**config.mk**
```make
export PLATFORM = sky130hd
export DESIGN_NAME = match_controller
export DESIGN_NICKNAME = d
export VERILOG_FILES = /design/src/rtl/match_controller.sv
export SDC_FILE = /design/constraint.sdc
export NUM_CORES = 1
export LEC_CHECK = 0
export ABC_CLOCK_PERIOD_IN_PS = 3400
export CAP_MARGIN = 20
export CORE_MARGIN = 2
export CORE_UTILIZATION = 45
export CTS_CLUSTER_SIZE = 28
export DETAILED_ROUTE_END_ITERATION = 12
export PLACE_DENSITY_LB_ADDON = 0.2
export SKIP_CTS_REPAIR_TIMING = 1
export SLEW_MARGIN = 20
export SYNTH_ARGS = -nofsm -noshare
export SYNTH_HDL_FRONTEND = slang
export SYNTH_SLANG_ARGS = --single-unit
```
**constraint.sdc**
```tcl
create_clock -name clk -period 3.4 [get_ports clk]
set_clock_uncertainty 0.05 [all_clocks]
set_input_delay 0.68 -clock clk [delete_from_list [all_inputs] [get_ports clk]]
set_output_delay 0.68 -clock clk [all_outputs]
set_load 0.01 [all_outputs]
```
**src/rtl/match_controller.sv**
```systemverilog
`default_nettype none
// ============================================================================
// match_controller : frame-tick round/match sequencer (countdown, fight, KO /
// time-out judging, win counting, HUD state bus). Optional: MATCH_TIMER_EN.
// Revision: 1.0
// ============================================================================
module match_controller #(
   parameter int FRAMES_PER_SEC  = 60,
   parameter int COUNTDOWN_SEC   = 3,
   parameter int ROUND_SEC       = 99,
   parameter int END_HOLD_FRAMES = 120,
   parameter int WINS_TO_MATCH   = 2,
   parameter int MAX_ROUNDS      = 5
) (
   input  logic       clk,
   input  logic       reset_n,
   input  logic       SCEN,
   input  logic       start_btn,
   input  logic [6:0] p1_health,
   input  logic [6:0] p2_health,
   output logic       move_enable,
   output logic       attack_enable,
   output logic [2:0] game_state,
   output logic [1:0] countdown,
   output logic [6:0] round_timer,
   output logic [2:0] round_num,
   output logic [1:0] p1_wins,
   output logic [1:0] p2_wins,
   output logic [1:0] round_winner,
   output logic [1:0] match_winner,
   output logic       health_reset
);

   localparam int FW = (FRAMES_PER_SEC > 1) ? $clog2(FRAMES_PER_SEC) : 1;
   localparam int HW = (END_HOLD_FRAMES > 1) ? $clog2(END_HOLD_FRAMES) : 1;
   localparam logic [FW-1:0] C_FRAME_LAST = FW'(FRAMES_PER_SEC - 1);
   localparam logic [HW-1:0] C_HOLD_LAST  = HW'(END_HOLD_FRAMES - 1);
   localparam logic [1:0]    C_CD_INIT    = 2'(COUNTDOWN_SEC);
   localparam logic [6:0]    C_ROUND_INIT = 7'(ROUND_SEC);
   localparam logic [1:0]    C_WINS       = 2'(WINS_TO_MATCH);
   localparam logic [2:0]    C_MAX_ROUNDS = 3'(MAX_ROUNDS);

   typedef enum logic [2:0] {
      S_ATTRACT    = 3'd0,
      S_COUNTDOWN  = 3'd1,
      S_FIGHT      = 3'd2,
      S_ROUND_END  = 3'd3,
      S_MATCH_OVER = 3'd4
   } state_t;

   state_t          state_q, state_d;
   logic [FW-1:0]   frame_q, frame_d;
   logic [HW-1:0]   hold_q, hold_d;
   logic [1:0]      cd_q, cd_d;
   logic [6:0]      timer_q, timer_d;
   logic [2:0]      rnd_q, rnd_d;
   logic [1:0]      w1_q, w1_d;
   logic [1:0]      w2_q, w2_d;
   logic [1:0]      rw_q, rw_d;
   logic [1:0]      mw_q, mw_d;
   // Resets low so a button held through reset must be released before it counts.
   logic            start_low_q, start_low_d;
   logic            cd_entry_q;
   logic            health_reset_q;

   logic            start_ev;
   logic            frame_wrap;
   logic            enter_cd;
   logic [1:0]      outcome;

   assign start_ev   = start_btn & start_low_q;
   assign frame_wrap = (frame_q == C_FRAME_LAST);

   always_comb begin
      outcome = 2'd0;
      if (p1_health == 7'd0 && p2_health == 7'd0) begin
         outcome = 2'd3;
      end else if (p1_health == 7'd0) begin
         outcome = 2'd2;
      end else if (p2_health == 7'd0) begin
         outcome = 2'd1;
`ifdef MATCH_TIMER_EN
      end else if (timer_q == 7'd0) begin
         if (p1_health > p2_health)      outcome = 2'd1;
         else if (p2_health > p1_health) outcome = 2'd2;
         else                            outcome = 2'd3;
`endif
      end
   end

   always_comb begin
      state_d     = state_q;
      frame_d     = frame_wrap ? '0 : frame_q + 1'b1;
      hold_d      = hold_q;
      cd_d        = cd_q;
      timer_d     = timer_q;
      rnd_d       = rnd_q;
      w1_d        = w1_q;
      w2_d        = w2_q;
      rw_d        = rw_q;
      mw_d        = mw_q;
      start_low_d = ~start_btn;
      enter_cd    = 1'b0;

      case (state_q)
         S_ATTRACT, S_MATCH_OVER: begin
            if (start_ev) begin
               w1_d     = 2'd0;
               w2_d     = 2'd0;
               rw_d     = 2'd0;
               mw_d     = 2'd0;
               rnd_d    = 3'd1;
               enter_cd = 1'b1;
            end
         end
         S_COUNTDOWN: begin
            if (frame_wrap) begin
               if (cd_q == 2'd1) begin
                  state_d = S_FIGHT;
                  cd_d    = 2'd0;
               end else begin
                  cd_d = cd_q - 2'd1;
               end
            end
         end
         S_FIGHT: begin
            if (outcome != 2'd0) begin
               rw_d    = outcome;
               state_d = S_ROUND_END;
               if (outcome == 2'd1 && w1_q != C_WINS) w1_d = w1_q + 2'd1;
               if (outcome == 2'd2 && w2_q != C_WINS) w2_d = w2_q + 2'd1;
`ifdef MATCH_TIMER_EN
            end else if (frame_wrap && timer_q != 7'd0) begin
               timer_d = timer_q - 7'd1;
`endif
            end
         end
         S_ROUND_END: begin
            hold_d = hold_q + 1'b1;
            if (hold_q == C_HOLD_LAST) begin
               if (w1_q == C_WINS) begin
                  mw_d    = 2'd1;
                  state_d = S_MATCH_OVER;
               end else if (w2_q == C_WINS) begin
                  mw_d    = 2'd2;
                  state_d = S_MATCH_OVER;
               end else if (rnd_q == C_MAX_ROUNDS) begin
                  state_d = S_MATCH_OVER;
                  if (w1_q > w2_q)      mw_d = 2'd1;
                  else if (w2_q > w1_q) mw_d = 2'd2;
                  else                  mw_d = 2'd3;
               end else begin
                  rnd_d    = rnd_q + 3'd1;
                  rw_d     = 2'd0;
                  enter_cd = 1'b1;
               end
            end
         end
         default: state_d = S_ATTRACT;
      endcase

      if (enter_cd) begin
         state_d = S_COUNTDOWN;
         cd_d    = C_CD_INIT;
         timer_d = C_ROUND_INIT;
      end
      if (state_d != state_q) begin
         frame_d = '0;
         hold_d  = '0;
      end
   end

   always_ff @(posedge clk or negedge reset_n) begin
      if (!reset_n) begin
         state_q        <= S_ATTRACT;
         frame_q        <= '0;
         hold_q         <= '0;
         cd_q           <= 2'd0;
         timer_q        <= C_ROUND_INIT;
         rnd_q          <= 3'd0;
         w1_q           <= 2'd0;
         w2_q           <= 2'd0;
         rw_q           <= 2'd0;
         mw_q           <= 2'd0;
         start_low_q    <= 1'b0;
         cd_entry_q     <= 1'b0;
         health_reset_q <= 1'b0;
      end else begin
         // The refill pulse is the one path that runs every clk, not per frame tick.
         cd_entry_q     <= SCEN & enter_cd;
         health_reset_q <= cd_entry_q;
         if (SCEN) begin
            state_q     <= state_d;
            frame_q     <= frame_d;
            hold_q      <= hold_d;
            cd_q        <= cd_d;
            timer_q     <= timer_d;
            rnd_q       <= rnd_d;
            w1_q        <= w1_d;
            w2_q        <= w2_d;
            rw_q        <= rw_d;
            mw_q        <= mw_d;
            start_low_q <= start_low_d;
         end
      end
   end

   assign move_enable   = (state_q == S_FIGHT);
   assign attack_enable = (state_q == S_FIGHT);
   assign game_state    = state_q;
   assign countdown     = cd_q;
   assign round_timer   = timer_q;
   assign round_num     = rnd_q;
   assign p1_wins       = w1_q;
   assign p2_wins       = w2_q;
   assign round_winner  = rw_q;
   assign match_winner  = mw_q;
   assign health_reset  = health_reset_q;

endmodule
`default_nettype wire

```
======== After elaboration in Yosys (flattened, before gate mapping) ========
Index checks and enable logic that the tools add are counted.
cells by class
  add/sub/neg operators ................... 6
  reductions and logical operators ........ 21
  equal/unequal tests ..................... 24
  bitwise operators ....................... 3
  order comparisons ....................... 2
  multiplexer cells ....................... 52
operators by type and width
  operator             count
  $mux 2               21
  $mux 3               13
  $reduce_and 5->1     3
  $logic_not 7->1      2
  $mux 7               2
  $ne 2x2->1 const B   7
  $mux 6               2
  $pmux 2 s2           3
  $pmux 3 s4           1
  $reduce_bool 2->1    6
  $reduce_and 8->1     1
  $add 7x1->7 const B  1
  $eq 7x7->1 const B   1
  $mux 1               7
  $reduce_and 7->1     1
  $add 6x1->6 const B  1
  $eq 2x2->1 const B   3
  $eq 3x2->1 const B   2
  $eq 3x3->1 const B   2
  $eq 6x6->1 const B   1
  $ne 2x1->1 const B   3
  $pmux 2 s3           1
  $pmux 3 s2           1
  $add 2x1->2 const B  2
  other kinds (16)     21
word-level totals
  input port bits ......................... 18
  output and inout bits ................... 26
  flip-flop bits (word level) ............. 32
  word-level logic and storage cells ...... 120

======== Longest topological paths before layout ========
  depth in word-level cells ............... 11
  mapped depth ............................ 9
  mapped depth without buffers ............ 8

======== Worst setup path after synthesis ========
No wires, ideal clock.
  path type ............................... input to register
  start point ............................. input port p2_health[2]
  end point ............................... register hold_q[5]
  data required time ...................... 3231 ps
  stages on the path ...................... 7
  buffers on the path ..................... 0
  setup slack ............................. 1192 ps
  arrival ................................. 2039 ps
  setup time .............................. 119 ps
  path through ............................ nor4_1 -> nand2_1 -> a21oi_1 -> o311a_2 -> nor2_2 -> o31a_1 -> o21ba_1
on the way
  longest elaborated chain between the ends .. 11
  elaborated cells on any way between the ends .. 13
  classes of those cells .................. eq/ne: 1; mux: 7; reduce/logical: 5
RTL lines
  item                         line    text
  start: declaration           20      input logic [6:0] p2_health,
  $logic_not 7->1 (*)          76, 80
  $mux 1                       80      end else if (p2_health == 7'd0) begin
  $mux 2                       78      end else if (p1_health == 7'd0) begin
  $mux 2 (*)                   76      if (p1_health == 7'd0 && p2_health == 7'd0) begin
  $reduce_bool 2->1 (*)        127     if (outcome != 2'd0) begin
  $mux 3 (*)                   127
  $pmux 3 s4 (*)               105     case (state_q)
  $mux 3 (*)                   162     if (enter_cd) begin
  $ne 3x3->1 (*)               167     if (state_d != state_q) begin
  $reduce_bool 2->1 (no line)  --
  $reduce_and 2->1 (no line)   --
  end signal: assignment       195     hold_q <= hold_d;
  end: declaration             53      logic [HW-1:0] hold_q, hold_d;
Every way passes the cells marked *; elsewhere a longest branch is shown, timed or not.
A chain may end at the register's enable or synchronous reset.

======== Worst setup path in the final report ========
  start point ............................. register state_q[0], in the netlist game_state[0]
  end point ............................... output port attack_enable
on the way
  longest elaborated chain between the ends .. 1
RTL lines
  item                      line  text
  start: declaration        51    state_t state_q, state_d;
  start signal: assignment  193   state_q <= state_d;
  $eq 3x2->1                209   assign attack_enable = (state_q == S_FIGHT);
  end: declaration          22    output logic attack_enable,
No other way between the ends.

==> implementation parameters <==
Parameter                              Value

Route
  Antenna-violating nets left    0
  DRC violations left    0
  Total wirelength of the detailed-routed design    3.922 mm
  Vias per std cell    5.353
  M1 wire length    1.889 mm
  Initial DRT Pass Iterations    4
  Met2 Routed Length    1.780 mm
  Detailed router's first-iteration violation count    between 90 and 100
  Sum of met3 wire segment lengths after detailed routing    ~190 µm
  Top metal layer carrying routed signals    met4
  DR vias    between 1,500 and 2,000
  Average wire length per cell after detail routing    12.94 µm

Layout
  Share of cells above drive strength 1    under 10%
  Syn-to-layout area delta    24.66%
  Diode count    0
  Area of combinational cells with multiple inputs    roughly 1000 µm²
  Final Non-Filler Cells    303
  Final core utilization    between 50 and 60%
  Post-layout net count    around 280
  Sequential Area    800.8 µm²
  Fill cell count    352

Synthesis
  Main area contributors after synthesis    sky130_fd_sc_hd__dfrtp_1, sky130_fd_sc_hd__ha_1, sky130_fd_sc_hd__nand2_1
  Synth top area share    41.42%
  Post-synth design cell area    1933 µm²
  Number of instances in the synthesized netlist    217
  Mean instance size in the synthesized netlist    8.908 µm²
  Post-synth EDFFs    0
  Distinct cells, synth    between 50 and 60
  Share of synthesized flip-flops with an asynchronous set or reset    100.0%
  Primary FF master, synth    sky130_fd_sc_hd__dfrtp_1
  Synthesis-stage register bit count    32
  Synth warnings    0
  Most area-hungry cell type in the Yosys netlist    sky130_fd_sc_hd__dfrtp_1
  Sequential area share after synthesis    41.42%

Flow run
  Max-capacitance violation count    0

STA
  Unrepaired setup endpoints after global routing    false
  Slew at the pin closest to its max-slew limit    0.7514 ns
  Setup-failing EPs final    0
  Final setup TNS    0 ns
  Tightest hold margin    0.3035 ns
  Slew HR    about half
  Final Hold Vio Count    0
  Period minus WS final    2.677 ns
  Share of the clock period used by the worst path    78.74%
  Final Max Slew Viols    0
  Highest attainable clock frequency    about 0.37 GHz
  Final setup slack of the worst path    0.7229 ns

Critical path
  Element type at the critical path start    flip-flop
  CP Data Arrival Time    1.95 ns
  Maximum net fanout on the critical path    19
  Nature of the critical path endpoint    primary output
  Endpoint required time on the critical path    2.67 ns
  Worst Reg2Reg Path Length in Cells    7
  Setup CP Type    flip-flop to primary output

Global route
  Maximum number of pins on one net before global-route repair    33
  Gr usage total    ~18%
  Initial antenna violation count    0
  Number of global-route vias before repair    ~1,500
  Total congestion overflow after global routing    0
  First-pass GRT wire length    a little over 7 mm

Floorplan
  Area of the placeable core    4058 µm²
  Site Rows    23
  Area of the die    4836 µm²
  Y dimension of the die    69.54 µm
  Die extent in x    69.54 µm
  Number of placed I/O pins    between 40 and 50
  Initial standard-cell utilization of the core    a little under half

Run status
  Outcome    completed

Placed design
  Total instance count after detailed placement    around 300
  Routability congestion estimate    a little over 0.8
  Worst setup timing slack at the placement stage    0.6320 ns
  Port bufs    36
  Sum of net half-perimeters after detailed placement    2.853 mm

CTS
  Clk pin slew, worst setup/hold paths    0.07 ns
  Sinks on the clock net    32
  Cell at the root of the clock tree    sky130_fd_sc_hd__clkbuf_8
  Clock latency of the later-clocked register in the worst-skew pair    0.28 ns
  Bufs on Longest Clock Path    2
  Num CTS Buffers    5
  H-tree depth reported by CTS    2
  Clock tree from TritonCTS    built

Power and ir drop
  Static leakage    about 1.1 nW
  IR drop worst, VDD    about 260 µV
  PwrDens    442.0 nW/µm²

Hold path
  Worst hold path stage count    0
  Hold/Removal Path Class    flip-flop to flip-flop
-- per-layer routing --
layer  track usage (%)  vias to the layer above
met4             7.625                        0
met2             27.46                       48
met1             24.23                      736
met5                 0                        -
met3             3.488                        7
li1                  -                      831
-- registers in the layout, summed over array words and instances (netlist names) --
register,flops
start_low_q,1
cd_entry_q,1
countdown,2
match_winner,2
health_reset,1
frame_q,6
p1_wins,2
round_winner,2
game_state,3
round_num,3
p2_wins,2
hold_q,7
-- synthesized netlist by cell type, types with 2 or more instances --
library cell,count
sky130_fd_sc_hd__inv_1,16
sky130_fd_sc_hd__a22oi_1,2
sky130_fd_sc_hd__o21ai_0,9
sky130_fd_sc_hd__o21ai_1,11
sky130_fd_sc_hd__nand2_1,25
sky130_fd_sc_hd__nand4_2,2
sky130_fd_sc_hd__nor3b_1,3
sky130_fd_sc_hd__a21o_1,4
sky130_fd_sc_hd__nand3_1,5
sky130_fd_sc_hd__conb_1,2
sky130_fd_sc_hd__mux2i_1,2
sky130_fd_sc_hd__and3_1,4
sky130_fd_sc_hd__dfrtp_1,32
sky130_fd_sc_hd__or3_1,2
sky130_fd_sc_hd__a31oi_1,3
sky130_fd_sc_hd__nor3_1,5
sky130_fd_sc_hd__clkbuf_1,5
sky130_fd_sc_hd__a211oi_1,2
sky130_fd_sc_hd__nor2_1,19
sky130_fd_sc_hd__ha_1,9
sky130_fd_sc_hd__nand4_1,2
sky130_fd_sc_hd__mux2_1,2
sky130_fd_sc_hd__xor2_1,4
sky130_fd_sc_hd__a21oi_1,6
sky130_fd_sc_hd__nor4_1,3
sky130_fd_sc_hd__buf_4,8
sky130_fd_sc_hd__o22ai_1,6
-- per-stage QoR --
step            power, W  cell area, µm²
4_1_cts         0.001074            2410
5_1_grt         0.001133            2410
3_3_place_gp   0.0007082            2302
3_5_place_dp   0.0007126            2302
2_1_floorplan  0.0006383            1952
6_report        0.001065            2410
-- layout make-up --
cell class / count / area share, %
Multi-Input combinational cell: 158 / 41.48
Sequential cell: 32 / 33.23
Timing Repair Buffer: 38 / 15.58
Clock buffer: 6 / 3.011
Inverter: 17 / 2.648
Tap cell: 50 / 2.596
Clock inverter: 2 / 1.454
-- power breakdown --
group	switching [W]	internal, W	total, W	leakage, nW
Sequential	0.0000618	0.000429	0.000491	0.403
Combinational	0.000111	0.000105	0.000215	0.675
Clock	0.000142	0.000217	0.000359	0.0552
-- critical path: stages (launching register included) --
cell and delay [ns]:
sky130_fd_sc_hd__dfrtp_1 0.60, sky130_fd_sc_hd__nor2_1 0.23, sky130_fd_sc_hd__nand2_1 0.17, sky130_fd_sc_hd__inv_1 0.13, sky130_fd_sc_hd__clkdlybuf4s50_1 0.54
-- cells in the final DEF, fill, tap and decap left out, drive strengths merged, types with 2 or more instances in the layout --
| cell | instances |
|---|---|
| clkdlybuf4s50 | 36 |
| dfrtp | 32 |
| nand2 | 25 |
| nor2 | 20 |
| o21ai | 20 |
| inv | 17 |
| ha | 9 |
| conb | 7 |
| o22ai | 6 |
| a21oi | 6 |
| clkbuf | 6 |
| nand3 | 5 |
| nor3 | 5 |
| a21o | 4 |
| and3 | 4 |
| xor2 | 4 |
| nor3b | 4 |
| nand4 | 4 |
| nor4 | 3 |
| a31oi | 3 |
| a211oi | 2 |
| or3 | 2 |
| mux2 | 2 |
| a22oi | 2 |
| mux2i | 2 |
| buf | 2 |
| nor4b | 2 |
-- final timing paths --
check                      slack (ns)             to     startpoint
setup / recovery                 0.72  attack_enable  game_state[0]
hold / removal                   0.30   health_reset     cd_entry_q
setup reg to reg                 0.96     frame_q[5]  game_state[0]
hold reg to reg                  0.30   health_reset     cd_entry_q
max in group asynchronous        2.26     frame_q[3]        reset_n
min in group asynchronous        0.74     p1_wins[0]        reset_n
-- cells by family (layout without fill, tap and decap cells) --
family	after synthesis	count (layout)	share of synthesized area, %
AOI/OAI and AO/OA	57	57	19.74
xor gates and xnor gates	5	5	2.265
adders and majority gates	9	9	5.825
buffers and inverters	32	63	7.831
DFF	32	32	41.42
muxes	4	4	2.201
other	2	7	0.3885
and+or+nand+nor	76	76	20.32
No activity file was read; power rests on OpenSTA's default activity.
